--- config.mk ---
export PLATFORM = sky130hd
export DESIGN_NAME = if_stage
export DESIGN_NICKNAME = d
export VERILOG_FILES = /design/src/rtl/if_stage.sv
export SDC_FILE = /design/constraint.sdc
export NUM_CORES = 1
export LEC_CHECK = 0
export CAP_MARGIN = 20
export CORE_MARGIN = 3
export CORE_UTILIZATION = 35
export CTS_CLUSTER_SIZE = 40
export DETAILED_ROUTE_END_ITERATION = 7
export HOLD_SLACK_MARGIN = 0.1
export PLACE_DENSITY = 0.7
export SLEW_MARGIN = 20
export SYNTH_ARGS = -nofsm -noshare
export SYNTH_HDL_FRONTEND = slang
export SYNTH_SLANG_ARGS = --single-unit
--- constraint.sdc ---
create_clock -name clk -period 4.8 [get_ports clk]
set_input_delay 0.96 -clock clk [delete_from_list [all_inputs] [get_ports clk]]
set_output_delay 0.96 -clock clk [all_outputs]
set_load 0.03 [all_outputs]
--- src/rtl/if_stage.sv ---
// ---------------------------------------------------------------------------
// if_stage
// Instruction-fetch stage in front of decode. Owns the PC and keeps at most one
// request outstanding to instruction memory over a valid/ready handshake. The
// returned word is registered into the IF/ID pipeline register. Decode can
// stall IF/ID, and a branch/jump from EX can redirect the PC and flush the
// stage.
//
// Ports
//   clk, rst                 clock, synchronous active-high reset
//   imem_req_valid/ready     fetch request handshake
//   imem_req_addr            fetch address (= PC, word aligned)
//   imem_rsp_valid/data      returned instruction word
//   redirect_valid/pc        taken branch/jump target (low two bits ignored)
//   id_stall                 decode cannot take a new instruction
//   if_id_valid/pc/pc_plus4/instruction   IF/ID pipeline register
// ---------------------------------------------------------------------------
module if_stage #(
    parameter logic [31:0] RESET_PC  = 32'h0000_0000,
    parameter logic [31:0] NOP_INSTR = 32'h0000_0013
) (
    input  logic        clk,
    input  logic        rst,
    output logic        imem_req_valid,
    input  logic        imem_req_ready,
    output logic [31:0] imem_req_addr,
    input  logic        imem_rsp_valid,
    input  logic [31:0] imem_rsp_data,
    input  logic        redirect_valid,
    input  logic [31:0] redirect_pc,
    input  logic        id_stall,
    output logic        if_id_valid,
    output logic [31:0] if_id_pc,
    output logic [31:0] if_id_pc_plus4,
    output logic [31:0] if_id_instruction
);

    typedef enum logic [1:0] {
        S_REQ   = 2'd0,  // request presented to memory
        S_WAIT  = 2'd1,  // request accepted, awaiting the word
        S_HOLD  = 2'd2,  // word received while decode stalled, parked locally
        S_DRAIN = 2'd3   // request made obsolete by a redirect, discard its word
    } state_t;

    state_t      state_q, state_d;
    logic [31:0] pc_q, pc_d;
    logic        id_valid_q, id_valid_d;
    logic [31:0] id_pc_q, id_pc_d;
    logic [31:0] id_pc4_q, id_pc4_d;
    logic [31:0] id_instr_q, id_instr_d;
    logic [31:0] hold_data_q, hold_data_d;
    logic [31:0] hold_pc_q, hold_pc_d;

    logic        load_en;
    logic [31:0] load_pc;
    logic [31:0] load_instr;
    logic [31:0] redirect_target;

    assign redirect_target = redirect_pc & 32'hFFFF_FFFC;

    always_comb begin
        state_d     = state_q;
        pc_d        = pc_q;
        id_valid_d  = id_valid_q;
        id_pc_d     = id_pc_q;
        id_pc4_d    = id_pc4_q;
        id_instr_d  = id_instr_q;
        hold_data_d = hold_data_q;
        hold_pc_d   = hold_pc_q;
        load_en     = 1'b0;
        load_pc     = pc_q;
        load_instr  = imem_rsp_data;

        case (state_q)
            S_REQ: begin
                if (imem_req_ready) begin
                    state_d = S_WAIT;
                end
            end
            S_WAIT: begin
                if (imem_rsp_valid) begin
                    pc_d = pc_q + 32'd4;
                    if (!id_stall) begin
                        load_en = 1'b1;
                        state_d = S_REQ;
                    end else begin
                        // Park the word with its own PC; the PC already moves
                        // on so the next fetch address is ready on release.
                        hold_data_d = imem_rsp_data;
                        hold_pc_d   = pc_q;
                        state_d     = S_HOLD;
                    end
                end
            end
            S_HOLD: begin
                if (!id_stall) begin
                    load_en    = 1'b1;
                    load_pc    = hold_pc_q;
                    load_instr = hold_data_q;
                    state_d    = S_REQ;
                end
            end
            S_DRAIN: begin
                if (imem_rsp_valid) begin
                    state_d = S_REQ;
                end
            end
            default: begin
                state_d = S_REQ;
            end
        endcase

        if (load_en) begin
            id_valid_d = 1'b1;
            id_pc_d    = load_pc;
            id_pc4_d   = load_pc + 32'd4;
            id_instr_d = load_instr;
        end

        // Redirect beats everything, including stall. An accepted request that
        // has not yet returned must be drained so its word never reaches IF/ID.
        if (redirect_valid) begin
            pc_d        = redirect_target;
            id_valid_d  = 1'b0;
            id_pc_d     = id_pc_q;
            id_pc4_d    = id_pc4_q;
            id_instr_d  = NOP_INSTR;
            hold_data_d = 32'd0;
            hold_pc_d   = 32'd0;
            case (state_q)
                S_REQ:   state_d = imem_req_ready ? S_DRAIN : S_REQ;
                S_WAIT:  state_d = imem_rsp_valid ? S_REQ : S_DRAIN;
                S_HOLD:  state_d = S_REQ;
                S_DRAIN: state_d = imem_rsp_valid ? S_REQ : S_DRAIN;
                default: state_d = S_REQ;
            endcase
        end
    end

    always_ff @(posedge clk) begin
        if (rst) begin
            state_q     <= S_REQ;
            pc_q        <= RESET_PC;
            id_valid_q  <= 1'b0;
            id_pc_q     <= 32'd0;
            id_pc4_q    <= 32'd0;
            id_instr_q  <= NOP_INSTR;
            hold_data_q <= 32'd0;
            hold_pc_q   <= 32'd0;
        end else begin
            state_q     <= state_d;
            pc_q        <= pc_d;
            id_valid_q  <= id_valid_d;
            id_pc_q     <= id_pc_d;
            id_pc4_q    <= id_pc4_d;
            id_instr_q  <= id_instr_d;
            hold_data_q <= hold_data_d;
            hold_pc_q   <= hold_pc_d;
        end
    end

    assign imem_req_valid    = (state_q == S_REQ) && !rst;
    assign imem_req_addr     = pc_q;
    assign if_id_valid       = id_valid_q;
    assign if_id_pc          = id_pc_q;
    assign if_id_pc_plus4    = id_pc4_q;
    assign if_id_instruction = id_instr_q;

endmodule

Word-level counts from Yosys, hierarchy flattened
Cells that the tools add are included.

$add $sub $neg: 2. Bitwise operators: 1. Equal/unequal tests: 7. Reduce and logical (&&, ||, !) cells: 11. Muxes and demuxes: 20.

Operator list (number): $mux 32 (7); $add 32x3->32 const B (2); $mux 2 (8); $ne 3x3->1 const B (4); $pmux 2 s4 (1); $pmux 2 s3 (1); $reduce_and 2->1 (3); $eq 2x2->1 const B (2); $reduce_and 4->1 (1); $reduce_bool 2->1 (2); $reduce_or 2->1 (2); $eq 2x1->1 const B (1); $logic_not 2->1 (1); $mux 1 (2); $pmux 1 s2 (1); $logic_and 1x1->1 (1); $logic_not 1->1 (1); $not 1->1 (1).

Logic and storage cells: 50. Input port bits: 70. Flip-flop bits (word level): 195. Output and inout bits: 130.

Longest topological paths before layout
Gate-level depths: netlist (run 1).

Depth after elaboration: 4. Depth in mapped cells: 17. Gate-level depth less buffers: 12.

Worst setup path before layout (run 1)
OpenSTA, ideal clock, no wires.

Path kind: input port to flip-flop. From: input id_stall. To: register id_pc4_q[30] (netlist: if_id_pc_plus4[30]). Data arrival time: 3.538 ns. Cell stages on the path: 14. Library setup time: 0.138 ns. Slack: 1.124 ns. Buffers on the path: 4. Data required time: 4.662 ns. Path through: nand2b_1 > buf_6 > buf_6 > buf_1 > clkbuf_1 > nand2_1 > nand2_1 > ha_1 > nand4_1 > mux2i_4 > o211ai_2 > or4_1 > nand2_1 > o221ai_1.

Elaborated cells between the ends (all ways): 7. Those cells by class: add/sub: 1; mux: 5; reduce/logical: 1.

RTL lines: start: declaration (RTL line 31) `input logic id_stall,`; $mux 32 (RTL line 96) `if (!id_stall) begin`; $mux 32 (RTL line 74) `case (state_q)`; named net load_pc[3] (RTL line 55) `logic [31:0] load_pc;`; $add 32x3->32 (RTL line 116) `id_pc4_d = load_pc + 32'd4;`; end signal: assignment (RTL line 155) `id_pc4_q <= id_pc4_d;`; end: declaration (RTL line 49) `logic [31:0] id_pc4_q, id_pc4_d;`.

The timed path passes the listed nets, and every way through them passes these cells. A chain may end at the register's enable or synchronous reset.

Worst setup path in the final report (run 1)
Same ends and word-level chain as after synthesis.

==> reports/metrics.csv, run 1 <==
stage,metric,value,unit
routing,routed_via_density,5.24,
clock_tree,cts_setup_buffers,0,
clock_tree,cts_tree,yes,
logic_synthesis,ys.flop_type,dfxtp_1,
grt,grt_max_degree,94,
sta,fin_crit_sh,76.3,%
layout,fin_area,11600,sq um
sta,hold_viol,0,
logic_synthesis,ys_ff_latch,191,
layout,drive_gt1_share,5.96,%
logic_synthesis,synth-edff-count,0,
sta,period_needed,3.66,ns
logic_synthesis,synthCells,1123,
grt,grt_overflow,0,
logic_synthesis,syn_area_per_cell,7.92,sq um
layout,multi_input_area,4670,sq um
grt,grt_pass1_wl,41600,um
clock_tree,hold_buffers,0,
layout,diodes,0,
grt,track_usage,19.0,%
floorplan,io_pins,200,
place,place_hpwl,18500,um
power_and_ir_drop,p_leak,3.89,nW
worst_setup_path,path_common_cell,nand2_1,
place,place_area,11000,sq um
floorplan,dieHeight,165,um
clock_tree,insertion_delay,0.43,ns
power_and_ir_drop,ir_drop,0.000184,V
clock_tree,htreeDepth,4,
logic_synthesis,synth_top_area_share,43.0,%
routing,drc,0,
sta,worstMarginPinSlew,1.03,ns
routing,routed_wl,26500,um
worst_setup_path,slowest_delay,0.65,ns
place,portBuffers,195,
job,cap_violations,0,
worst_setup_path,crit_required,5.10,ns
clock_tree,cts_sinks,191,
clock_tree,numCtsBuffers,17,
floorplan,fp.dieArea,27400,sq um
power_and_ir_drop,total_power,0.00352,W
floorplan,core_area,24700,sq um
sta,rsz0062_at_grt,false,
routing,first_iter_violations,640,
routing,dr.pass1.iters,5,
grt,antenna_found_initial,0,
logic_synthesis,async_flop_share,0,%
sta,skew,0.0149,ns
logic_synthesis,synthTopCellsByCount,"nand2_1 (303), dfxtp_1 (191), nor2_1 (102)",
clock_tree,clockBufferDepth,2,
worst_setup_path,endpoint_kind,flop,
worst_setup_path,cp-start-kind,input pin,
outcome,status,"finished, final reports clean",
logic_synthesis,ys_seq_area_share,43.0,%
floorplan,start_util,36.0,%
hold_path,hold_class,reg -> reg,
logic_synthesis,yosysUniqueCellTypes,62,
sta,fmax,273,MHz
power_and_ir_drop,p_per_area,304,nW/um^2
sta,hold_ws,0.453,ns
logic_synthesis,yosysTopAreaCell,dfxtp_1,
worst_setup_path,crit_arrival,3.96,ns
logic_synthesis,synth_area_leaders,"dfxtp_1 (43%), nand2_1 (13%), a21oi_1 (5.6%)",
worst_setup_path,cp_max_fo,9,
floorplan,rows,57,
worst_setup_path,path_cells,clkdlybuf4s50_1 > nand2b_2 > nand2_1 > nand2_1 > ha_1 > nand4_1 > mux2i_4 > o211ai_2 > or4_1 > nand2_1 > o221ai_1,
logic_synthesis,yosysMostFrequentCell,nand2_1,
logic_synthesis,synth_warnings,0,
place,globalplace.congestion,0.866,
worst_setup_path,criticalPathCategory,in -> reg,
floorplan,die_w,165,um
routing,antenna_left,0,
layout,syn2layout_area_growth,30.0,%
layout,regArea,3820,sq um
layout,n_fill_cell,2443,
clock_tree,cts_root_buf,clkbuf_16,
routing,wl_per_cell,16.5,um
clock_tree,ctsResizeCount,0,
sta,setup_violations,0,
clock_tree,path_clk_slew,0.07,ns
sta,finalMaxSlewViolations,0,
routing,vias,8387,
sta,finalSetupTns,0,ns
grt,grt_pass1_vias,7813,
worst_setup_path,crit_slowest_cell,clkdlybuf4s50_1,
layout,nets,1340,
layout,layout.cells.non_filler,1600,
logic_synthesis,syn_area,8890,sq um
sta,slew_headroom,31.3,%
place,dp_cells,1568,
-- report_power, final --
| part | total, W | internal (W) | switching [W] |
|---|---|---|---|
| logic | 0.000453 | 0.000182 | 0.000271 |
| clock network | 0.00139 | 0.000699 | 0.000694 |
| registers | 0.00167 | 0.00162 | 0.0000507 |
-- worst paths after layout --
kind | startpoint | to | slack [ns] | cells past startpoint
max | id_stall | if_id_pc_plus4[30] | 1.14 | 11
min | hold_pc_q[2] | hold_pc_q[2] | 0.45 | 2
max reg2reg | state_q[0] | if_id_pc_plus4[30] | 1.52 | 11
min reg2reg | hold_pc_q[2] | hold_pc_q[2] | 0.45 | 2
-- area by class of cell --
class,count,share of cell area [%]
sequential,191,33.1
clock inverter,14,1.27
tap,324,3.51
inverter,6,0.195
multi-input combinational,838,40.4
timing repair buffer,209,17.9
clock buffer,18,3.71
-- registers in the layout (all words and copies together), names as in the netlist --
register / count
state_q: 2
if_id_valid: 1
if_id_instruction: 32
if_id_pc: 32
if_id_pc_plus4: 30
hold_data_q: 32
hold_pc_q: 32
imem_req_addr: 30
-- critical path: cells and delay by family --
| kind | cells | cell delay (ns) |
|---|---|---|
| compound gates | 2 | 0.35 |
| mux | 1 | 0.32 |
| fa+ha+maj | 1 | 0.24 |
| simple gates | 6 | 1.44 |
| buf+inv | 1 | 0.65 |
-- cell usage in the layout, fill, tap and decap left out, drive strengths merged, types with 3 or more instances in the layout --
master | Yosys | final
dfxtp | 191 | 191
a311o | 4 | 4
a311oi | 30 | 30
o31ai | 3 | 3
o221ai | 5 | 5
a211oi | 26 | 26
inv | 6 | 15
nand2b | 3 | 3
clkinv | 0 | 5
clkbuf | 57 | 18
mux2i | 42 | 42
nor4b | 4 | 4
o211ai | 5 | 5
nor4 | 10 | 10
xnor2 | 19 | 19
xor2 | 16 | 16
buf | 32 | 15
o21a | 3 | 3
nor2 | 103 | 103
a21oi | 100 | 100
mux2 | 9 | 9
and3 | 26 | 26
nor3 | 19 | 19
ha | 7 | 7
o311ai | 3 | 3
a2111oi | 3 | 3
nand2 | 303 | 303
o21ai | 8 | 8
or4 | 6 | 6
nor2b | 3 | 3
nand4 | 19 | 19
and4 | 3 | 3
clkdlybuf4s50 | 0 | 194
nand3 | 34 | 34
-- through the flow --
| step | util [%] | worst slack [ns] |
|---|---|---|
| 2_1_floorplan | - | 1.12 |
| 3_3_place_gp | 44.5 | 0.826 |
| 3_5_place_dp | 44.5 | 0.751 |
| 4_1_cts | 46.9 | 1.19 |
| 5_1_grt | 46.9 | 0.905 |
| 6_report | 46.9 | 1.14 |
-- cells by family (layout without fill, tap and decap cells) --
kind of cell	after synthesis	after routing	synth area share, %
xor gates and xnor gates	35	35	3.45
DFF	191	191	43.0
and+or+nand+nor	543	543	26.7
buffers and inverters	95	247	4.88
adders and majority gates	7	7	0.985
other	1	2	0.0422
AOI/OAI and AO/OA	200	200	14.7
muxes	51	51	6.23
-- metal layers --
metal	track usage, %	vias to the layer above	wire [um]	share of wire (%)
li1	-	4161	-	-
met1	27.4	3933	12800	48
met2	28.2	263	11300	43
met3	5.24	30	2060	7.8
met4	4.65	0	348	1.3
met5	0	-	0	0
Power figures use the tool's default switching activity.
==> run 2: changes to the inputs <==
Clock period 4.8 ns to 3.8 ns, I/O delays scaled along.
==> reports/metrics.csv, run 2 (synthesis gave the netlist of run 1 again) <==
stage,metric,value,unit,change
place,place_ws,0.238,ns,-0.513 ns
routing,wl_per_cell,16.7,um,+1.2%
hold_path,min_from,hold_data_q[15],,
sta,fin_ws,0.587,ns,-0.549 ns
layout,syn2layout_area_growth,32.2,%,
grt,grt_pass1_wl,42900,um,+3.1%
routing,routed_via_density,5.27,,+0.47%
place,place_hpwl,19400,um,+4.6%
routing,dr.pass1.iters,5,,unchanged
layout,nets,1356,,+1.2%
sta,worstMarginPinSlew,0.839,ns,-0.192 ns
power_and_ir_drop,power_switching,0.00132,W,+30%
sta,rsz0062_at_grt,false,,
floorplan,core_area,24700,sq um,unchanged
grt,grt_pass1_vias,7848,,+0.45%
place,dp_cells,1584,,+1.0%
sta,finalSetupTns,0,ns,unchanged
power_and_ir_drop,seqPwrFrac,46.2,%,-1.3 points
routing,antenna_left,0,,unchanged
clock_tree,path_clk_slew,0.08,ns,about the same
sta,hold_viol,0,,unchanged
worst_setup_path,endpoint_kind,flop,,
worst_setup_path,cp-start-kind,flop,,
floorplan,io_pins,200,,unchanged
power_and_ir_drop,p_per_area,388,nW/um^2,+28%
clock_tree,clockBufferDepth,2,,unchanged
sta,fmax,311,MHz,
grt,antenna_found_initial,0,,unchanged
sta,hold_ws,0.457,ns,+0.00314 ns
clock_tree,cts_tree,yes,,
grt,grt_overflow,0,,unchanged
layout,drive_gt1_share,7.20,%,+1.2 points
worst_setup_path,reg2reg_from,state_q[0],,
power_and_ir_drop,clkPwrFrac,40.9,%,+1.3 points
routing,drc,0,,unchanged
power_and_ir_drop,p_leak,3.99,nW,+2.6%
worst_setup_path,crit_required,4.13,ns,-0.97 ns
clock_tree,ctsResizeCount,0,,unchanged
clock_tree,cts_sinks,191,,unchanged
layout,mostFrequentLayoutCells,"nand2_1 (301), clkdlybuf4s50_1 (194), dfxtp_1 (191), nor2_1 (101), a21oi_1 (100)",,
power_and_ir_drop,power_frac_comb,12.9,%,about the same
job,cap_violations,0,,unchanged
place,portBuffers,195,,unchanged
floorplan,die_w,165,um,unchanged
layout,layout.cells.most_common,nand2_1,,
floorplan,rows,57,,unchanged
floorplan,dieHeight,165,um,unchanged
routing,first_iter_violations,726,,+13%
worst_setup_path,cp_max_fo,25,,+16
grt,grt_max_degree,60,,-36%
floorplan,start_util,36.0,%,unchanged
sta,fin_crit_sh,84.6,%,
worst_setup_path,crit_arrival,3.55,ns,-0.41 ns
sta,skew,0.0164,ns,+0.00154 ns
clock_tree,htreeDepth,4,,unchanged
hold_path,hold_class,reg -> reg,,
clock_tree,hold_buffers,0,,unchanged
worst_setup_path,r2r_end,if_id_pc_plus4[25],,
sta,slew_headroom,43.6,%,+12 points
sta,setup_violations,0,,unchanged
sta,period_needed,3.21,ns,
clock_tree,cts_setup_buffers,0,,unchanged
layout,diodes,0,,unchanged
power_and_ir_drop,ir_drop,0.000247,V,+34%
worst_setup_path,endpoint,if_id_pc_plus4[25],,
power_and_ir_drop,switching_share,29.0,%,+0.069 points
power_and_ir_drop,intPower,0.00324,W,+30%
power_and_ir_drop,total_power,0.00456,W,+30%
sta,finalMaxSlewViolations,0,,unchanged
place,globalplace.congestion,0.862,,-0.42%
routing,vias,8511,,+1.5%
clock_tree,insertion_delay,0.43,ns,about the same
worst_setup_path,cp-startpoint,state_q[0],,
layout,layout.cells.non_filler,1616,,+1.0%
worst_setup_path,rr_worst_depth,10,,-1
worst_setup_path,criticalPathCategory,reg -> reg,,
clock_tree,cts_root_buf,clkbuf_16,,
clock_tree,numCtsBuffers,17,,unchanged
routing,routed_wl,27000,um,+2.2%
floorplan,fp.dieArea,27400,sq um,unchanged
worst_setup_path,r2r_slack,0.59,ns,-0.93 ns
grt,track_usage,19.6,%,+0.59 points
outcome,status,"finished, final reports clean",,
[run 2: cell count changes in the layout (fill, tap and decap cells not counted)]
cell / previous run / this run
buf_12: 1 / 4
bufinv_16: 0 / 1
clkinv_8: 2 / 3
clkbuf_1: 1 / 0
buf_4: 13 / 26
clkinv_2: 1 / 0
inv_6: 4 / 5
clkinvlp_4: 0 / 1
clkinv_4: 2 / 0
[run 2: metal layers]
metal	wire length [um]	share of wire (%)	track usage, %
met1	12500	46	27.9
met3	2470	9.1	5.54
met2	11700	43	29.6
met5	0	0	0
met4	319	1.2	4.35
[run 2: area by class of cell]
class                      instances  area, sq um
tap                              324          405
inverter                           6         22.5
timing repair buffer             225         2220
clock buffer                      17          425
fill                            2455        12900
clock inverter                    15          186
sequential                       191         3820
multi-input combinational        838         4670
[run 2: metrics by stage]
stage               cell area (sq um)  utilization (%)
detailed placement              11100             45.2
floorplan                        8900                -
finish                          11800             47.6
CTS                             11800             47.6
global route                    11800             47.6
global placement                11100             45.2
[run 2: power groups by stage]
stage / logic (W) / clock network, W / registers (W)
6_report: 0.000588 / 0.00187 / 0.00211
5_1_grt: 0.000636 / 0.00199 / 0.00212
4_1_cts: 0.000591 / 0.00191 / 0.00211
3_5_place_dp: 0.000588 / 0 / 0.00215
3_3_place_gp: 0.000583 / 0 / 0.00215
2_1_floorplan: 0.000275 / 0 / 0.00221
[run 2: critical path, cell delays in order (launching register included)]
cell and delay, ns:
dfxtp_1 0.35, inv_1 0.11, ha_1 0.34, nor2b_4 0.25, buf_4 0.36, mux2i_2 0.32
buf_4 0.18, nand4b_1 0.27, nor4_1 0.62, mux2i_1 0.25, nand2_1 0.06
[run 2: how the worst min path moves through the flow]
stage | end | slack [ns] | cells past startpoint
after floorplan | hold_pc_q[26] | 0.43 | 2
after global placement | hold_pc_q[2] | 0.44 | 2
after detailed placement | hold_data_q[15] | 0.45 | 2
after CTS | hold_data_q[4] | 0.46 | 2
after global routing | hold_pc_q[9] | 0.47 | 2
final | hold_data_q[15] | 0.46 | 2
==> run 3: changes to the inputs <==
Clock period 3.8 ns to 3.04 ns, I/O delays scaled along.
==> reports/metrics.csv, run 3 (synthesis gave the netlist of run 1 again) <==
stage,metric,value,unit,change
routing,vias,8625,,+1.3%
routing,first_iter_violations,569,,-22%
sta,fin_crit_sh,87.2,%,+2.7 points
routing,routed_wl,27100,um,+0.18%
sta,fmax,377,MHz,+21%
clock_tree,cts_tree,yes,,
clock_tree,clockBufferDepth,2,,unchanged
worst_setup_path,crit_slowest_cell,nor4b_1,,
layout,regArea,3820,sq um,unchanged
layout,layout.cells.non_filler,1655,,+2.4%
worst_setup_path,crit_required,3.35,ns,-0.78 ns
place,portBuffers,195,,unchanged
grt,track_usage,19.4,%,-0.19 points
sta,slew_headroom,50.3,%,+6.7 points
layout,nets,1395,,+2.9%
clock_tree,cts_setup_buffers,0,,unchanged
place,place_hpwl,19400,um,+0.23%
clock_tree,htreeDepth,4,,unchanged
routing,routed_via_density,5.21,,-1.0%
floorplan,start_util,36.0,%,unchanged
layout,layout.cells.most_common,nand2_1,,
sta,period_needed,2.65,ns,-0.562 ns
sta,fin_ws,0.388,ns,-0.198 ns
grt,grt_max_degree,69,,+15%
worst_setup_path,cp_max_fo,9,,-64%
worst_setup_path,cp-start-kind,flop,,
sta,hold_viol,0,,unchanged
job,cap_violations,0,,unchanged
sta,worstMarginPinSlew,0.744,ns,-0.0942 ns
layout,multi_input_area,4690,sq um,+0.40%
worst_setup_path,criticalPathCategory,reg -> reg,,
worst_setup_path,path_cells,inv_2 > ha_4 > nor2b_4 > mux2_2 > ha_2 > nand4_1 > mux2i_4 > o211ai_4 > nor4b_1 > buf_4 > o221ai_1,,
floorplan,rows,57,,unchanged
clock_tree,numCtsBuffers,17,,unchanged
place,place_ws,-0.0277,ns,-0.265 ns
layout,syn2layout_area_growth,35.7,%,
sta,finalMaxSlewViolations,0,,unchanged
sta,setup_violations,0,,unchanged
grt,grt_overflow,0,,unchanged
layout,n_fill_cell,2400,,-2.2%
place,dp_cells,1623,,+2.5%
routing,drc,0,,unchanged
clock_tree,cts_sinks,191,,unchanged
floorplan,io_pins,200,,unchanged
routing,antenna_left,0,,unchanged
layout,mostFrequentLayoutCells,"nand2_1 (301), clkdlybuf4s50_1 (194), dfxtp_1 (191), nor2_1 (101), a21oi_1 (100)",,
place,globalplace.congestion,0.840,,-2.6%
grt,grt_pass1_vias,7760,,-1.1%
worst_setup_path,crit_arrival,2.96,ns,-0.59 ns
clock_tree,path_clk_slew,0.07,ns,about the same
clock_tree,cts_root_buf,clkbuf_16,,
power_and_ir_drop,p_per_area,472,nW/um^2,+22%
clock_tree,insertion_delay,0.43,ns,about the same
floorplan,die_w,165,um,unchanged
sta,rsz0062_at_grt,false,,
power_and_ir_drop,p_leak,4.17,nW,+4.6%
layout,drive_gt1_share,10.1,%,+2.9 points
sta,skew,0.0126,ns,-0.00380 ns
power_and_ir_drop,ir_drop,0.000341,V,+38%
routing,wl_per_cell,16.4,um,-2.2%
grt,antenna_found_initial,0,,unchanged
layout,diodes,0,,unchanged
grt,grt_pass1_wl,42400,um,-1.2%
floorplan,dieHeight,165,um,unchanged
routing,dr.pass1.iters,5,,unchanged
floorplan,fp.dieArea,27400,sq um,unchanged
clock_tree,ctsResizeCount,0,,unchanged
outcome,status,"finished, final reports clean",,
floorplan,core_area,24700,sq um,unchanged
hold_path,hold_class,reg -> reg,,
worst_setup_path,slowest_delay,0.44,ns,-0.18 ns
clock_tree,hold_buffers,0,,unchanged
worst_setup_path,endpoint_kind,flop,,
-- run 3: changes by cell type in the layout (fill, tap and decap cells not counted), sizes merged --
| cell | previous run | this run |
|---|---|---|
| buf | 31 | 70 |
| clkinv | 3 | 4 |
| clkinvlp | 1 | 2 |
| inv | 16 | 13 |
| clkbuf | 17 | 18 |
-- run 3: area by class of cell --
type	count	area share, %
repair buffers	264	20.9
clock inverters	14	1.38
inverters	6	0.187
well taps	324	3.36
clock buffers	18	3.64
multi-input cells	838	38.8
flip-flops and latches	191	31.7
-- run 3: critical path, delay by kind of cell, from the launching register on --
family | cells | cell delay (ns)
simple gates | 3 | 0.79
mux | 2 | 0.45
flops | 1 | 0.35
buf+inv | 2 | 0.29
fa+ha+maj | 2 | 0.38
compound gates | 2 | 0.27
-- run 3: path summary, 6_finish.rpt --
path | start | depth (start not counted) | slack, ns | to
worst max-delay path | state_q[0] | 11 | 0.39 | if_id_pc_plus4[26]
worst min-delay path | hold_data_q[12] | 2 | 0.46 | hold_data_q[12]
worst max register to register | state_q[0] | 11 | 0.39 | if_id_pc_plus4[26]
worst min register to register | hold_data_q[12] | 2 | 0.46 | hold_data_q[12]
-- run 3: report_power, final --
group	leakage (nW)	total, W	internal (W)	switching, W
Sequential	1.55	0.00262	0.00256	0.0000594
Combinational	2.33	0.000791	0.000326	0.000465
Clock	0.291	0.00229	0.00120	0.00109
Total	4.17	0.00570	0.00408	0.00162
-- run 3: per-stage QoR --
step                power [W]  utilization [%]  hold slack (ns)  area (sq um)  TNS [ns]
floorplan             0.00311                -            0.433          8950         0
global placement      0.00345             46.5            0.441         11500         0
detailed placement    0.00346             46.5            0.446         11500   -0.0859
CTS                   0.00575             48.9            0.455         12100         0
global route          0.00591             48.9            0.468         12100         0
finish                0.00570             48.9            0.455         12100         0
-- run 3: routing by layer --
layer	share of wire (%)	global-route usage, %	vias up
met5	0	0	-
met4	1.3	4.91	0
met3	6.9	3.57	24
met2	44	29.0	274
met1	48	28.8	4047
li1	-	-	4280
